--- src/rtl/nonce_result_tx.sv ---
// rtl/nonce_result_tx.sv - golden nonce / work-ack return path to the MIPI TX pixel generator
// Queues nonces, coalesces acks into one MAGIC word and drives the send/busy handshake.
module nonce_result_tx #(
  parameter int unsigned DEPTH_LOG2  = 2,
  parameter logic [31:0] MAGIC       = 32'h79616B6F,
  parameter int unsigned REQ_TIMEOUT = 1024,
  parameter int unsigned GAP_CYCLES  = 16
) (
  input  logic                  hash_clk,
  input  logic                  rst_n,
  input  logic                  nonce_valid,
  input  logic [31:0]           nonce_in,
  input  logic                  work_ack,
  input  logic                  tx_busy,
  output logic                  send_data,
  output logic [31:0]           tx_data,
  output logic [DEPTH_LOG2:0]   fifo_level,
  output logic                  overflow,
  output logic [7:0]            drop_count,
  output logic [15:0]           sent_count
);

  localparam int unsigned DEPTH   = 1 << DEPTH_LOG2;
  localparam int unsigned PW      = DEPTH_LOG2 + 1;
  localparam int unsigned TMAX    = (REQ_TIMEOUT > GAP_CYCLES) ? REQ_TIMEOUT : GAP_CYCLES;
  localparam int unsigned TIMER_W = $clog2(TMAX) + 1;
  localparam logic [TIMER_W-1:0] REQ_LAST = TIMER_W'(REQ_TIMEOUT - 1);
  localparam logic [TIMER_W-1:0] GAP_LAST = TIMER_W'(GAP_CYCLES - 1);

  typedef enum logic [1:0] {S_IDLE, S_REQ, S_WAIT_DONE, S_GAP} state_t;

  state_t               state_q, state_d;
  logic [TIMER_W-1:0]   timer_q, timer_d;
  logic                 retry_q, retry_d;
  logic                 send_q, send_d;
  logic [31:0]          tx_data_q, tx_data_d;
  logic [15:0]          sent_q, sent_d;
  logic                 ack_pending_q, ack_pending_d;
  logic                 busy_meta_q, busy_meta_d;
  logic                 busy_s_q, busy_s_d;
  logic [31:0]          mem_q [DEPTH];
  logic [31:0]          mem_d [DEPTH];
  logic [PW-1:0]        wr_ptr_q, wr_ptr_d;
  logic [PW-1:0]        rd_ptr_q, rd_ptr_d;
  logic [PW-1:0]        level_q, level_d;
  logic                 overflow_q, overflow_d;
  logic [7:0]           drop_q, drop_d;

  logic empty, full, push, pop, drop, ack_load;

  // Extra pointer bit: equal pointers mean empty, differing only in the MSB means full.
  assign empty = (wr_ptr_q == rd_ptr_q);
  assign full  = (wr_ptr_q[DEPTH_LOG2] != rd_ptr_q[DEPTH_LOG2]) &&
                 (wr_ptr_q[DEPTH_LOG2-1:0] == rd_ptr_q[DEPTH_LOG2-1:0]);

  always_comb begin
    state_d     = state_q;
    timer_d     = timer_q;
    retry_d     = retry_q;
    send_d      = send_q;
    tx_data_d   = tx_data_q;
    sent_d      = sent_q;
    pop         = 1'b0;
    ack_load    = 1'b0;
    busy_meta_d = tx_busy;
    busy_s_d    = busy_meta_q;

    case (state_q)
      S_IDLE: begin
        if (ack_pending_q) begin
          ack_load  = 1'b1;
          tx_data_d = MAGIC;
          send_d    = 1'b1;
          timer_d   = '0;
          state_d   = S_REQ;
        end else if (!empty) begin
          pop       = 1'b1;
          tx_data_d = mem_q[rd_ptr_q[DEPTH_LOG2-1:0]];
          send_d    = 1'b1;
          timer_d   = '0;
          state_d   = S_REQ;
        end
      end
      S_REQ: begin
        if (busy_s_q) begin
          send_d  = 1'b0;
          state_d = S_WAIT_DONE;
        end else if (timer_q == REQ_LAST) begin
          send_d  = 1'b0;
          retry_d = 1'b1;
          timer_d = '0;
          state_d = S_GAP;
        end else begin
          timer_d = timer_q + TIMER_W'(1);
        end
      end
      S_WAIT_DONE: begin
        if (!busy_s_q) begin
          sent_d  = sent_q + 16'd1;
          retry_d = 1'b0;
          timer_d = '0;
          state_d = S_GAP;
        end
      end
      S_GAP: begin
        if (timer_q == GAP_LAST) begin
          timer_d = '0;
          // A timed-out word is re-requested as-is; tx_data was never reloaded.
          if (retry_q) begin
            send_d  = 1'b1;
            state_d = S_REQ;
          end else begin
            state_d = S_IDLE;
          end
        end else begin
          timer_d = timer_q + TIMER_W'(1);
        end
      end
      default: state_d = S_IDLE;
    endcase

    push = nonce_valid && (!full || pop);
    drop = nonce_valid && !push;

    mem_d = mem_q;
    if (push) mem_d[wr_ptr_q[DEPTH_LOG2-1:0]] = nonce_in;
    wr_ptr_d = wr_ptr_q + PW'(push);
    rd_ptr_d = rd_ptr_q + PW'(pop);
    level_d  = wr_ptr_d - rd_ptr_d;

    overflow_d = overflow_q | drop;
    drop_d     = (drop && drop_q != 8'hFF) ? drop_q + 8'd1 : drop_q;

    // A new ack arriving as the old one is loaded must survive as a fresh request.
    ack_pending_d = (ack_pending_q && !ack_load) || work_ack;
  end

  always_ff @(posedge hash_clk or negedge rst_n) begin
    if (!rst_n) begin
      state_q       <= S_IDLE;
      timer_q       <= '0;
      retry_q       <= 1'b0;
      send_q        <= 1'b0;
      tx_data_q     <= '0;
      sent_q        <= '0;
      ack_pending_q <= 1'b0;
      busy_meta_q   <= 1'b0;
      busy_s_q      <= 1'b0;
      mem_q         <= '{default: '0};
      wr_ptr_q      <= '0;
      rd_ptr_q      <= '0;
      level_q       <= '0;
      overflow_q    <= 1'b0;
      drop_q        <= '0;
    end else begin
      state_q       <= state_d;
      timer_q       <= timer_d;
      retry_q       <= retry_d;
      send_q        <= send_d;
      tx_data_q     <= tx_data_d;
      sent_q        <= sent_d;
      ack_pending_q <= ack_pending_d;
      busy_meta_q   <= busy_meta_d;
      busy_s_q      <= busy_s_d;
      mem_q         <= mem_d;
      wr_ptr_q      <= wr_ptr_d;
      rd_ptr_q      <= rd_ptr_d;
      level_q       <= level_d;
      overflow_q    <= overflow_d;
      drop_q        <= drop_d;
    end
  end

  assign send_data  = send_q;
  assign tx_data    = tx_data_q;
  assign fifo_level = level_q;
  assign overflow   = overflow_q;
  assign drop_count = drop_q;
  assign sent_count = sent_q;

endmodule

--- config.mk ---
export PLATFORM = sky130hd
export DESIGN_NAME = nonce_result_tx
export DESIGN_NICKNAME = d
export VERILOG_FILES = /design/src/rtl/nonce_result_tx.sv
export SDC_FILE = /design/constraint.sdc
export NUM_CORES = 1
export LEC_CHECK = 0
export CAP_MARGIN = 25
export CORE_MARGIN = 4
export CORE_UTILIZATION = 45
export DETAILED_ROUTE_END_ITERATION = 8
export PLACE_DENSITY = 0.63
export SLEW_MARGIN = 25
export SYNTH_ARGS = -nofsm -noshare
export SYNTH_HDL_FRONTEND = slang
export SYNTH_SLANG_ARGS = --single-unit
--- constraint.sdc ---
create_clock -name hash_clk -period 6.14 [get_ports hash_clk]
set_input_delay 1.842 -clock hash_clk [delete_from_list [all_inputs] [get_ports hash_clk]]
set_output_delay 1.842 -clock hash_clk [all_outputs]
set_load 0.1 [all_outputs]
* After elaboration in Yosys (flattened, before gate mapping) *
Cells that the tools add are included.
Widths: inputs -> output; s select.

storage, ports and cells
  bits in registers = 212
  bits in latches = 0
  memory bits (writable) = 0
  memory bits (read-only) = 0
  bits of input ports = 37
  output and inout port bits = 61
  word-level logic and storage cells = 107
  memories = 0

cells by class
  $add $sub $neg = 6
  $mul = 0
  divide/modulo/power cells = 0
  $lt $le $gt $ge = 3
  eq/ne operators = 17
  shift-type cells = 0
  multiplexer cells = 39
  bitwise operators = 4
  reductions and logical operators = 20

operators by type and width
  kind                   number
  $mux 32                5
  $bwmux 128             1
  $mux 11                6
  $bmux 32 s2            1
  $demux 32 s2           1
  $pmux 11 s4            1
  $add 16x1->16 const B  1
  $mux 1                 15
  $mux 2                 6
  $ne 2x2->1 const B     6
  $add 11x1->11 const B  1
  $eq 11x10->1 const B   1
  $eq 11x4->1 const B    1
  $add 8x1->8 const B    1
  $ne 8x8->1 const B     1
  $pmux 2 s4             1
  $reduce_and 4->1       2
  $add 3x1->3            2
  $ge 3x3->1 const B     2
  $logic_and 1x1->1      6
  $ne 3x3->1 const B     2
  $not 2->3              2
  $reduce_and 5->1       1
  $eq 2x2->1 const B     2
  17 further kinds       21

* Depth between registers and ports, before layout *
Gate-level depths: netlist of the first run.

  depth in word-level cells = 9
  gate-level depth with buffers = 12
  gate-level depth less buffers = 11

* Least setup slack after synthesis of the first run *
OpenSTA, ideal clock, no wires.

  kind = in2reg
  from = in nonce_valid
  to = reg level_q[2], in the netlist fifo_level[2]
  setup time = 129 ps
  data arrival time = 3254 ps
  data required time = 6011 ps
  slack = 2757 ps
  stages on the path = 6
  buffers on the path = 1
  cell sequence = buf_2 > and2b_2 > ha_1 > ha_1 > fa_1 > xor2_1

on the way
  longest elaborated chain between the ends = 3

ends and longest elaborated chain
  what                  RTL line  RTL
  from (decl)           11        input logic nonce_valid,
  $logic_and 1x1->1     122       push = nonce_valid && (!full || pop);
  $add 3x1->3           127       wr_ptr_d = wr_ptr_q + PW'(push);
  net wr_ptr_d[1]       43        logic [PW-1:0] wr_ptr_q, wr_ptr_d;
  $sub 3x3->3           129       level_d = wr_ptr_d - rd_ptr_d;
  net level_d[2]        45        logic [PW-1:0] level_q, level_d;
  to (signal assigned)  168       level_q <= level_d;
  to (decl)             45

The timed path passes the listed nets, and every way through them passes these cells.
A chain may end at the register's enable or synchronous reset.

* Final worst setup path of the first run *
  from = reg rd_ptr_q[1]
  to = reg level_q[2], in the netlist fifo_level[2]

on the way
  elaborated cells on any way between the ends = 12
  those cells by class = add/sub: 3; eq/ne: 2; mux: 3; reduce/logical: 4

RTL lines
  what                    RTL line  RTL
  from (decl)             44        logic [PW-1:0] rd_ptr_q, rd_ptr_d;
  from (signal assigned)  167       rd_ptr_q <= rd_ptr_d;
  $eq 3x3->1              52        assign empty = (wr_ptr_q == rd_ptr_q);
  $mux 1                  76        end else if (!empty) begin
  $mux 1                  70        if (ack_pending_q) begin
  $mux 1                  68        case (state_q)
  $add 3x1->3 (*)         128       rd_ptr_d = rd_ptr_q + PW'(pop);
  net rd_ptr_d[1]         44
  $sub 3x3->3 (*)         129
  net level_d[2]          45

Mark *: on every way through the listed nets, which the timed path passes. The rest lies on a longest branch.

==> results of run 1 <==
[cell usage after synthesis (all sizes together), types with 3 or more instances]
cell,number
o22a,19
nand4,16
mux2,130
nor4,4
inv,12
or4,4
o31ai,3
dfrtp,212
nand2,19
buf,27
nand2b,5
clkbuf,8
xor2,9
nor2,9
xnor2,23
or3,4
o21ai,14
a22o,21
nand3,9
and3,3
mux4,32
ha,12
[layer usage]
| layer | up-vias | routed length (µm) | share of wire, % |
|---|---|---|---|
| met3 | 33 | 951 | 4.6 |
| met2 | 113 | 9918 | 48 |
| met1 | 2952 | 9500 | 46 |
| met4 | 0 | 418 | 2.0 |
| met5 | - | 0 | 0 |
| li1 | 2529 | - | - |
[power by group through the flow]
stage	clock (mW)	sequential (mW)	combinational (mW)
2_1_floorplan	0	3.13	1.89
3_3_place_gp	0	2.44	3.22
3_5_place_dp	0	2.48	3.29
4_1_cts	1.46	2.47	3.31
5_1_grt	1.52	2.54	3.45
6_report	1.42	2.46	3.27
[stage by stage]
step                      hold WS, ps  cells  power [mW]  area, µm²  setup WS, ps
final                           346.3   1016       7.149      11710          1998
after CTS                       350.8   1014       7.233      11680          1977
after floorplan                 331.2    629       5.029       9749          2757
after global placement          346.7    974       5.665      10890          1943
after global routing            356.8   1015       7.506      11710          1792
after detailed placement        349.2    974       5.770      10890          1891
[final cells by class]
| class | count | area (µm²) |
|---|---|---|
| Sequential cell | 212 | 5308 |
| Antenna cell | 1 | 2.502 |
| Timing Repair Buffer | 106 | 1064 |
| Clock inverter | 9 | 112.6 |
| Tap cell | 275 | 344.1 |
| Inverter | 12 | 45.04 |
| Fill cell | 1647 | 9442 |
| Clock buffer | 31 | 676.9 |
| Multi-Input combinational cell | 370 | 4160 |
[critical path, delay by kind of cell, from the launching register on]
| family | cells | cell delay, ps |
|---|---|---|
| simple gates | 2 | 920 |
| flops | 1 | 1030 |
| buf+inv | 2 | 600 |
| xor+xnor | 2 | 390 |
| fa+ha+maj | 3 | 1060 |
[logic make-up after synthesis]
kind of cell / share of synthesized area (%)
AO/OA/AOI/OAI: 6.148
XOR/XNOR: 2.952
buffers and inverters: 3.298
multiplexers: 25.98
flip-flops: 54.41
AND/OR/NAND/NOR: 5.467
adder cells (fa/ha/maj): 1.745
[registers in the layout (all words and copies together), names as in the netlist, 2 cells and up]
name / flops
fifo_level: 3
wr_ptr_q: 3
timer_q: 11
tx_data: 32
state_q: 2
rd_ptr_q: 3
drop_count: 8
sent_count: 16
mem_q: 128
[final timing paths]
check / to / slack [ps] / cells past startpoint
hold / removal: busy_s_q / 350 / 0
hold reg to reg: busy_s_q / 350 / 0
setup / recovery: fifo_level[2] / 2000 / 9
setup reg to reg: fifo_level[2] / 2000 / 9
max in group asynchronous: mem_q[81] / 4030 / 2
min in group asynchronous: overflow / 1220 / 1
==> run metrics, run 1 <==
status complete, no violations; register area share after synthesis 54.41%; #FFs+latches synth 212; Routed Antenna Nets 0; worst-path fanout max 35; vias per cell 5.538; Worst Setup SP rd_ptr_q[1]; Die H 155.2 µm; number of flops mapped to enable cells by yosys 0; Synth cell types 58; Final min period 4142 ps; power share of the clock group 19.8%; Core Util, Final 55.37%; final hold vios 0; Post-CTS Setup Inserts 0; Hold Startpoint busy_meta_q; Reg clk slew, reported paths 60 ps; Final Setup Violations 0; all-layer global routing usage 17.40%; cts hold-fix bufs 0; post_cts resized 0; critical path class reg2reg; CTS Sinks 212; Layout Nets 776; largest net degree at the start of global routing 135; Worst Tran Pin Value 1024 ps; Ys Warns 0; Synthesized Nets 679; DR DRC count 0; Site Rows 53; layout cell share with drive strength beyond 1 30.27%; Sw Share 38.90%; Initial Util 46.09%; setup TNS 0 ps; Synth Flop Type dfrtp_1; first-pass GRT wire length 33950 µm; power share of the sequential group 34.5%; TritonRoute pass-1 iters 4; DIE WIDTH 155.2 µm; CTS tree yes; most frequent cells in the layout dfrtp_1, clkdlybuf4s50_1, mux2_4, mux2_2, mux4_2; endpoint class of the critical path register; dpl hpwl 12890 µm; VDD IR-drop max 0.0003759 V; most common cell after layout, fill and taps aside dfrtp_1; Area contributors post-synth dfrtp_1, mux2_4, mux4_2; Core Region 21150 µm²; Num CTS Buffers 24; synthesized area per cell 15.50 µm²; grt ovf 0; PD cells 610.3 nW/µm²; Final Skew 18.16 ps; GR Util met2 28.20%; post-route clock period utilization 67.46%; P_leak 4.996 nW; Layout area overhead 20.14%; clk_lat worst skew 520 ps; routed len/inst 20.46 µm; Internal 4.368 mW; final WL 20790 µm; relative slew slack 31.49%; HP Class reg2reg; largest stage delay on the critical path 1030 ps; Worst Path Arrival 4520 ps; drt first-iter violations 263; Post-Syn Area 9749 µm²; die area 24080 µm²; M1 GR Usage 24.88%; Mapped Cells 629; top-area cell type share of the netlist area 54.41%; clock root cell clkbuf_16; initial antenna violation count 0; unrepaired setup endpoints after global routing no; CP Cell Sequence xnor2_1, nand3_1, nand2_1, inv_1, ha_1, ha_1, inv_1, fa_1, xor2_1; crit start category register; PortBufs 97; routability cong. 0.7685; Worst EP required 6520 ps; met3 Track Usage GR 2.949%; Async SR Flop Fraction 100.0%; I/O pins 98; number of global-route vias before repair 6088; Slew Limit Fails 0; max-cap violation count 0; maximum buffer depth of the clock tree 3; Peak Freq 0.2414 GHz; Slowest-stage cell, CP dfrtp_2; htree depth 1; cell accounting for the most synthesized area dfrtp_1; P_sw 2.781 mW; Comb power frac 45.7%; most used routing layer in global routing met2; reg2reg start rd_ptr_q[1]; Vias 5627
(Power assumes the default switching activity.)
==> run 2: changes to the inputs <==
- clock period: 6.14 -> 3.9 ns (I/O delays scaled with it)
==> run metrics, run 2 (same netlist as run 1, synthesis figures left out) <==
Finished Cell Area 11720 µm²; Reg clk slew, reported paths 60 ps; worst-path fanout max 2; unrepaired setup endpoints after global routing no; Die H 155.2 µm; DIE WIDTH 155.2 µm; Top delay family on crit path buffers and inverters; PortBufs 97; TritonRoute pass-1 iters 4; final WL 20630 µm; endpoint class of the critical path output pin; all-layer global routing usage 17.37%; dpl hpwl 12930 µm; final hold vios 0; I/O pins 98; routed len/inst 20.15 µm; Hold Startpoint busy_meta_q; CTS tree yes; crit start category register; Worst Path Arrival 2010 ps; first-pass GRT wire length 33810 µm; Vias 5694; routability cong. 0.8014; placed cell areas 10880 µm²; Power Total 11.35 mW; largest net degree at the start of global routing 90; PD cells 968.0 nW/µm²; Slowest-stage cell, CP clkdlybuf4s50_1; htree depth 1; clock root cell clkbuf_16; post-route clock period utilization 81.66%; P_leak 5.116 nW; clk_lat worst skew 510 ps; CP Cell Sequence clkdlybuf4s50_1; grt ovf 0; Final min period 3185 ps; number of global-route vias before repair 6096; VDD IR-drop max 0.0004676 V; hold-critical path depth 0; vias per cell 5.561; Worst Tran Pin Value 1017 ps; Slew Limit Fails 0; relative slew slack 32.17%; Final Skew 8.919 ps; Routed Antenna Nets 0; drt first-iter violations 260; Core Region 21150 µm²; fillcell total 1669; Peak Freq 0.3140 GHz; Worst Setup SP sent_count[15]; Num CTS Buffers 24; layout cell share with drive strength beyond 1 37.12%; largest stage delay on the critical path 1140 ps; die area 24080 µm²; ANT cells 0; Post-CTS Setup Inserts 0; status complete, no violations; cts hold-fix bufs 0; critical path class reg2out; maximum buffer depth of the clock tree 3; most common cell after layout, fill and taps aside dfrtp_1; initial antenna violation count 0; reg2reg start wr_ptr_q[1]; CP bufs+invs 1; WHS Endpoint busy_s_q; Core Util, Final 55.41%; max reg flops 128; post_cts resized 0; Final Setup Violations 0; Worst EP required 2730 ps; setup TNS 0 ps; Reg area 5308 µm²; Layout area overhead 20.24%; CTS Sinks 212; Site Rows 53; multi-input logic area 4160 µm²; flop2flop setup slack 890 ps; DR DRC count 0; Initial Util 46.09%; Worst R2R End fifo_level[2]; max-cap violation count 0; reg2reg path depth 7; most frequent cells in the layout dfrtp_1, mux2_4, buf_4, clkdlybuf4s50_1, mux2_2; Largest Register mem_q; HP Class reg2reg; Layout Nets 781
## run 2: cell count changes in the layout (fill, tap and decap cells not counted), sizes merged
cell	before	now
diode	1	0
clkinv	6	4
inv	12	13
clkbuf	31	35
clkdlybuf4s50	96	47
bufinv	2	4
buf	10	63
## run 2: area by class of cell
| cell class | instances | area share [%] |
|---|---|---|
| well taps | 275 | 2.935 |
| clock inverters | 10 | 1.430 |
| clock buffers | 34 | 5.785 |
| multi-input cells | 370 | 35.49 |
| inverters | 12 | 0.3842 |
| repair buffers | 111 | 8.699 |
| flip-flops and latches | 212 | 45.28 |
## run 2: worst max path at each step
stage	slack [ps]	endpoint	depth (start not counted)
floorplan	1140	fifo_level[2]	10
global placement	710	fifo_level[2]	6
detailed placement	660	fifo_level[2]	6
CTS	690	sent_count[15]	1
global route	660	tx_data[3]	1
finish	720	sent_count[15]	1
## run 2: metrics by stage
stage | setup WS (ps) | hold WS (ps) | cells
6_report | 715.3 | 348.3 | 1024
3_3_place_gp | 714.1 | 346.6 | 980
2_1_floorplan | 1142 | 331.2 | 629
4_1_cts | 689.7 | 350.3 | 1024
3_5_place_dp | 664.3 | 344.9 | 980
5_1_grt | 658.4 | 362.0 | 1024
## run 2: power by group
| group | total (mW) | internal (mW) | switching, mW |
|---|---|---|---|
| clock | 2.37 | 1.48 | 0.889 |
| combinational | 5.20 | 2.34 | 2.85 |
| sequential | 3.78 | 3.15 | 0.625 |
| total | 11.3 | 6.98 | 4.37 |
## run 2: per-layer routing
metal | wire length [µm] | vias to the layer above | track usage [%]
met5 | 0 | - | 0
met1 | 9310 | 2990 | 24.20
met4 | 386 | 0 | 3.627
met2 | 10020 | 124 | 29.14
met3 | 915 | 30 | 2.782
li1 | - | 2550 | -
==> run 3: changes to the inputs <==
- PLACE_DENSITY: 0.63 -> 0.66
- clock period: 3.9 -> 2.9 ns (I/O delays scaled with it)
==> run metrics, run 3 (same netlist as run 1, synthesis figures left out) <==
routability cong. 0.7885; max reg flops 128; status complete, no violations; post-route clock period utilization 89.62%; clock root cell clkbuf_16; placed cell areas 10960 µm²; VDD IR-drop max 0.0007129 V; Finished Cell Area 11830 µm²; flop2flop setup slack 300 ps; endpoint class of the critical path register; TritonRoute pass-1 iters 4; Layout Nets 793; PortBufs 97; max-cap violation count 0; Reg area 5308 µm²; worst-path fanout max 4; CTS tree yes; Final Skew 8.404 ps; final hold vios 0; Largest Register mem_q; cts hold-fix bufs 0; vias per cell 5.571; Worst EP required 3270 ps; I/O pins 98; Worst Path Arrival 2970 ps; Core Region 21150 µm²; number of global-route vias before repair 6341; Final min period 2599 ps; Num CTS Buffers 24; Worst Tran Pin Value 806.8 ps; final WL 21230 µm; Final Setup Violations 0; multi-input logic area 4161 µm²; ANT cells 0; Initial Util 46.09%; DIE WIDTH 155.2 µm; largest net degree at the start of global routing 78; htree depth 1; Reg clk slew, reported paths 60 ps; PD cells 1303 nW/µm²; setup TNS 0 ps; most common cell after layout, fill and taps aside dfrtp_1; layout cell share with drive strength beyond 1 40.00%; routed len/inst 20.51 µm; Slew Limit Fails 0; CTS Sinks 212; fillcell total 1652; unrepaired setup endpoints after global routing no; critical path class reg2reg; Layout area overhead 21.32%; Peak Freq 0.3847 GHz; most frequent cells in the layout dfrtp_1, mux2_4, buf_4, mux2_2, clkdlybuf4s50_1; crit start category register; Routed Antenna Nets 0; P_leak 5.206 nW; Vias 5766; maximum buffer depth of the clock tree 3; DR DRC count 0; Site Rows 53; post_cts resized 0; first-pass GRT wire length 34920 µm; all-layer global routing usage 17.88%; grt ovf 0; initial antenna violation count 0; drt first-iter violations 247; Die H 155.2 µm; Post-CTS Setup Inserts 0; HP Class reg2reg; die area 24080 µm²; relative slew slack 45.62%; dpl hpwl 13940 µm; clk_lat worst skew 500 ps
-- run 3: cell count changes in the layout (fill, tap and decap cells not counted), moves of 2 or more --
| cell | delta |
|---|---|
| buf_4 | +22 |
| clkdlybuf4s50_1 | -12 |
| clkbuf_8 | +5 |
| buf_12 | +2 |
| clkbuf_1 | -2 |
-- run 3: worst max-delay path: stages (launching register included) --
cell and delay (ps):
dfrtp_1 400, inv_1 90, ha_1 220, nor2b_1 180
nor4_4 240, and2b_2 250, ha_1 170, ha_1 320
fa_1 440, xor2_1 170
-- run 3: per-layer routing --
layer  vias up  global-route usage [%]  wire length (µm)
met5         -                       0                 0
met2       113                   30.75             10780
li1       2567                       -                 -
met1      3057                   24.05              9273
met4         0                   4.085               403
met3        29                   2.921               770
-- run 3: final cells by class --
class,instances,area share (%)
clock buffer,38,6.464
inverter,12,0.3808
sequential,212,44.87
multi-input combinational,370,35.18
tap,275,2.909
timing repair buffer,123,9.341
clock inverter,5,0.8463
-- run 3: worst paths after layout --
kind	start	end	cells after the start
worst max-delay path	state_q[0]	fifo_level[2]	9
worst min-delay path	busy_meta_q	busy_s_q	0
worst max register to register	state_q[0]	fifo_level[2]	9
worst min register to register	busy_meta_q	busy_s_q	0
max in group asynchronous	rst_n	tx_data[17]	2
min in group asynchronous	rst_n	timer_q[7]	1
-- run 3: through the flow --
step	util (%)	setup slack (ps)	hold WS, ps	power [mW]	instances
finish	55.91	300.9	356.7	15.41	1035
detailed placement	51.82	102.1	351.2	12.29	992
CTS	55.91	286.0	363.6	15.58	1035
global placement	51.82	117.5	343.1	12.02	992
floorplan	-	142.5	331.2	10.65	629
global route	55.91	167.2	375.4	16.19	1035
-- run 3: report_power, final --
| group | switching (mW) | total (mW) | internal (mW) | leakage (nW) |
|---|---|---|---|---|
| Combinational | 3.94 | 7.14 | 3.20 | 2.23 |
| Sequential | 0.815 | 5.06 | 4.24 | 2.54 |
| Clock | 1.15 | 3.22 | 2.06 | 0.428 |
| Total | 5.91 | 15.4 | 9.51 | 5.21 |
